`config.mk`:
```
export PLATFORM = sky130hd
export DESIGN_NAME = mult_arbiter
export DESIGN_NICKNAME = d
export VERILOG_FILES = /design/src/rtl/mult_arbiter_pkg.sv /design/src/rtl/mult_arbiter_multiplier_4bit.sv /design/src/rtl/mult_arbiter.sv
export SDC_FILE = /design/constraint.sdc
export NUM_CORES = 1
export LEC_CHECK = 0
export ABC_AREA = 1
export BUFFER_PORTS_ARGS = -buffer_cell sky130_fd_sc_hd__buf_2
export CORE_ASPECT_RATIO = 1.5
export CORE_MARGIN = 10
export CORE_UTILIZATION = 30
export CTS_BUF_LIST = sky130_fd_sc_hd__clkbuf_16
export DETAILED_ROUTE_END_ITERATION = 7
export PLACE_DENSITY_LB_ADDON = 0.08
export SYNTH_ARGS = -nofsm -noshare
export SYNTH_HDL_FRONTEND = slang
export SYNTH_SLANG_ARGS = --single-unit
```
`constraint.sdc`:
```
create_clock -name clk -period 3.9 [get_ports clk]
set_input_delay 0.78 -clock clk [delete_from_list [all_inputs] [get_ports clk]]
set_output_delay 0.78 -clock clk [all_outputs]
set_load 0.02 [all_outputs]
```
`src/rtl/mult_arbiter_pkg.sv`:
```
// Shared definitions for the two-requester multiplier arbiter.
package mult_arbiter_pkg;

  localparam int unsigned OP_W   = 4;
  localparam int unsigned PROD_W = 8;

  typedef enum logic [1:0] {
    StIdle = 2'd0,
    StCalc = 2'd1,
    StResp = 2'd2
  } state_e;

endpackage

```
`src/rtl/mult_arbiter_multiplier_4bit.sv`:
```
// Combinational unsigned 4x4 multiplier, product split into nibbles.
module multiplier_4bit
  import mult_arbiter_pkg::*;
(
  input  logic [OP_W-1:0] a,
  input  logic [OP_W-1:0] b,
  output logic [OP_W-1:0] product_low,
  output logic [OP_W-1:0] product_high
);

  logic [PROD_W-1:0] product;

  always_comb begin
    product      = PROD_W'(a) * PROD_W'(b);
    product_low  = product[OP_W-1:0];
    product_high = product[PROD_W-1:OP_W];
  end

endmodule

```
`src/rtl/mult_arbiter.sv`:
```
// Round-robin arbiter sharing one combinational multiplier between two
// requesters; operands are captured, the product registered and returned.
module mult_arbiter
  import mult_arbiter_pkg::*;
#(
  parameter bit          PRIO_INIT = 1'b0,
  parameter int unsigned CNT_W     = 8
) (
  input  logic              clk,
  input  logic              rst,
  input  logic              req0_valid,
  input  logic [OP_W-1:0]   req0_a,
  input  logic [OP_W-1:0]   req0_b,
  output logic              req0_ready,
  input  logic              req1_valid,
  input  logic [OP_W-1:0]   req1_a,
  input  logic [OP_W-1:0]   req1_b,
  output logic              req1_ready,
  output logic              rsp0_valid,
  output logic              rsp1_valid,
  input  logic [1:0]        rsp_ready,
  output logic [PROD_W-1:0] rsp_product,
  output logic              busy,
  output logic [CNT_W-1:0]  op_count
);

  state_e            state_q, state_d;
  logic              prio_q;
  logic              owner_q;
  logic [OP_W-1:0]   a_q, b_q;
  logic [PROD_W-1:0] product_q;
  logic [CNT_W-1:0]  op_count_q;

  logic              grant_valid;
  logic              grant;
  logic              accept;
  logic              rsp_hs;
  logic [OP_W-1:0]   mul_low, mul_high;

  // Priority only breaks ties; a lone requester always wins.
  always_comb begin
    grant_valid = req0_valid | req1_valid;
    if (req0_valid && req1_valid) begin
      grant = prio_q;
    end else begin
      grant = req1_valid;
    end
  end

  assign accept = (state_q == StIdle) & grant_valid;
  assign rsp_hs = (state_q == StResp) & rsp_ready[owner_q];

  multiplier_4bit u_mul (
    .a            (a_q),
    .b            (b_q),
    .product_low  (mul_low),
    .product_high (mul_high)
  );

  always_ff @(posedge clk) begin
    if (rst) begin
      state_q <= StIdle;
    end else begin
      state_q <= state_d;
    end
  end

  always_comb begin
    state_d = state_q;
    unique case (state_q)
      StIdle:  if (accept) state_d = StCalc;
      StCalc:  state_d = StResp;
      StResp:  if (rsp_hs) state_d = StIdle;
      default: state_d = StIdle;
    endcase
  end

  always_comb begin
    req0_ready  = (state_q == StIdle) & grant_valid & ~grant;
    req1_ready  = (state_q == StIdle) & grant_valid & grant;
    rsp0_valid  = (state_q == StResp) & ~owner_q;
    rsp1_valid  = (state_q == StResp) & owner_q;
    busy        = (state_q != StIdle);
    rsp_product = product_q;
    op_count    = op_count_q;
  end

  always_ff @(posedge clk) begin
    if (rst) begin
      prio_q     <= PRIO_INIT;
      owner_q    <= 1'b0;
      a_q        <= '0;
      b_q        <= '0;
      product_q  <= '0;
      op_count_q <= '0;
    end else begin
      if (accept) begin
        owner_q <= grant;
        a_q     <= grant ? req1_a : req0_a;
        b_q     <= grant ? req1_b : req0_b;
      end
      if (state_q == StCalc) begin
        product_q <= {mul_high, mul_low};
      end
      if (rsp_hs) begin
        op_count_q <= op_count_q + CNT_W'(1);
        prio_q     <= ~owner_q;
      end
    end
  end

endmodule

```
==> metrics.csv <==
stage,metric,value,unit
layout,fillers,664,
clock_tree,hold buffers post-CTS,0,
placement,placed cell area,0.00203,mm2
yosys,Yosys top cell by area,dfxtp_1,
critical_path,launch point of the worst reg-to-reg path,a_q[0]$_SDFFE_PP0P_,
floorplan,Placement Rows,34,
placement,Placed Cells,371,
sta,Slew HR,46.1,%
route,antenna-violating nets left,0,
clock_tree,Clock Sinks,28,
yosys,share of the synthesized area in the top cell type,32.1,%
critical_path,"setup slack, reg-to-reg",1310,ps
clock_tree,CTS tree,done,
critical_path,CP Max Fanout,5,
yosys,count of cell types in the netlist,25,
sta,crit path time final,2590,ps
layout,final instance area,0.00213,mm2
layout,Area Overhead vs Synth,22.0,%
layout,most frequent cells in the layout,"nand2_1, inv_1, buf_2",
floorplan,DIE WIDTH,82.3,um
yosys,Yosys reg bits,28,
layout,Antenna Cells,0,
critical_path,CP max stage delay,530,ps
floorplan,Core ar.,0.00574,mm2
route,final wirelength,4.30,mm
placement,GP Congestion,0.763,
flow_run,Max-Cap Viols,0,
clock_tree,number of post-CTS setup repair buffers,0,
clock_tree,post-CTS sizing,0,
yosys,Cells after Synth,261,
route,DR DRC count,0,
sta,RSZ-0062 raised after global routing,no,
critical_path,"most used cell, CP",fa_1,
sta,# setup viols final,0,
sta,max-slew violations,0,
layout,final cell count without fillers,375,
critical_path,"Worst Path Class, Setup",reg2reg,
critical_path,"Data required, critical path",4050,ps
floorplan,Top Ports,43,
sta,Final Hold Viols,0,
yosys,"Seq/Total Area, Yosys",32.1,%
route,Via-to-Cell Ratio,4.41,
sta,final worst-path cycle share,66.5,%
hold_path,Worst Hold Class,reg2reg,
sta,Slew @ Worst Pin,805,ps
critical_path,"slowest stage cell, crit path",fa_1,
clock_tree,"CTS clk-pin slew, worst paths",70,ps
global_route,vias in the first global route,1591,
route,first-pass iteration count of the detailed router,4,
clock_tree,Num CTS Buffers,3,
sta,setup tns final,0,ps
route,routed via count,1653,
global_route,largest net degree at the start of global routing,18,
critical_path,Worst R2R Path Depth,9,
sta,Min Hold Slack,465,ps
global_route,gr usage total,9.33,%
power_and_ir_drop,peak supply drop,158,uV
clock_tree,Root Driver,clkbuf_16,
yosys,yosys warns,0,
power_and_ir_drop,P_leak,0.00124,uW
outcome,outcome,completed,
layout,"most common cell after layout, fill and taps aside",nand2_1,
clock_tree,clock latency on the worst-skew pair,260,ps
critical_path,Worst Setup Start Kind,flip-flop,
floorplan,Initial Util,30.4,%
yosys,Syn Area/Cell,6.70,um2
placement,HPWL after DPL,3.56,mm
critical_path,Arrival @ worst endpoint,2740,ps
yosys,Synth area leaders,"dfxtp_1, nand2_1, inv_1",
sta,Fmax,386,MHz
layout,Layout Nets,343,
floorplan,Die Area,0.00934,mm2
critical_path,Critical Path Start,a_q[0]$_SDFFE_PP0P_,
yosys,Synth Cell Area,0.00175,mm2
critical_path,Worst Setup EP,rsp_product[6]$_SDFFE_PP0N_,
hold_path,Hold Crit Start,prio_q$_SDFFE_PP0P_,
global_route,first-pass GRT wire length,7.15,mm
critical_path,CP cell instances,nand2_1 > fa_1 > inv_1 > fa_1 > fa_1 > nand3_1 > a21oi_1 > o21ai_0 > inv_1,
global_route,grt ovf,0,
clock_tree,CTS max path bufs,2,
clock_tree,H-tree level count,1,
layout,fraction of layout cells with a size suffix above 1,17.8,%
sta,Worst Clk Skew,5.32,ps
yosys,Post-Syn Nets,300,
route,First DRT Iteration DRCs,73,
global_route,initial antenna violation count,0,
route,Avg WL per Cell,11.5,um
floorplan,die height,113,um
power_and_ir_drop,Pwr per Cell Area,355,mW/mm2
critical_path,CP Capture Type,flip-flop,
critical_path,R2R Path End,rsp_product[6]$_SDFFE_PP0N_,
placement,Port Buffers,42,
==> power breakdown <==
group          switching [uW]  internal, uW
registers                17.6           306
logic                    86.0          48.3
clock network            96.4           204
==> metrics by stage <==
stage | setup WS, ps | utilization (%) | total power (uW)
2_1_floorplan | 1430 | - | 422
3_3_place_gp | 1340 | 35.3 | 467
3_5_place_dp | 1290 | 35.3 | 467
4_1_cts | 1270 | 37.1 | 776
5_1_grt | 1120 | 37.1 | 809
6_report | 1310 | 37.1 | 758
==> critical path: cells and delay by family (launching register included) <==
kind | cells | cell delay (ps)
adder cells (fa/ha/maj) | 3 | 1530
flip-flops | 1 | 410
AND/OR/NAND/NOR | 2 | 220
AO/OA/AOI/OAI | 2 | 220
buffers and inverters | 2 | 100
==> synth_stat cells <==
cell       n
buf_2      1
nand3_1   19
nor2_2     2
o21ai_0    9
ha_1      13
nand3_4    1
nand3b_1   1
nand4_1    3
inv_2      1
nor2_1    22
a21oi_1   14
a21oi_4    1
xnor2_1    2
nor3b_1    1
nand2_1   85
or2_1      1
clkbuf_1   1
fa_1       4
dfxtp_1   28
buf_4      1
inv_1     47
o21ai_2    1
nor2_4     1
a21oi_2    1
buf_1      1
==> cells by family after synthesis <==
| kind of cell | Yosys count | synth area share (%) |
|---|---|---|
| fa+ha+maj | 17 | 13.9 |
| flops | 28 | 32.1 |
| simple gates | 136 | 33.1 |
| xor+xnor | 2 | 1.00 |
| compound gates | 26 | 8.52 |
| buf+inv | 52 | 11.5 |
==> metal layers <==
metal	global-route usage [%]	vias up	part of all wire, %
met2	17.1	34	52
met1	10.0	729	41
met4	2.73	0	0.84
met5	0	-	0
met3	2.28	2	6.0
li1	-	888	-
==> cell type report <==
class | count | area [um2] | share of cell area (%)
Sequential cell | 28 | 561 | 26.3
Tap cell | 72 | 90.1 | 4.22
Timing Repair Buffer | 42 | 210 | 9.85
Clock buffer | 3 | 75.1 | 3.52
Clock inverter | 1 | 30.0 | 1.41
Inverter | 48 | 180 | 8.45
Multi-Input combinational cell | 181 | 987 | 46.3
==> state kept, by name, indices dropped and copies added, names as in the netlist <==
signal and flops:
a_q 4, state_q 2, owner_q 1, rsp_product 8
op_count 8, b_q 4, prio_q 1
==> worst min path at each step <==
stage	to	slack, ps	cells past startpoint
final	prio_q$_SDFFE_PP0P_	470	2
after global routing	prio_q$_SDFFE_PP0P_	500	2
after CTS	prio_q$_SDFFE_PP0P_	470	2
after detailed placement	prio_q$_SDFFE_PP0P_	460	2
after global placement	prio_q$_SDFFE_PP0P_	460	2
after floorplan	prio_q$_SDFFE_PP0P_	440	2
No activity file was read; power rests on OpenSTA's default activity.
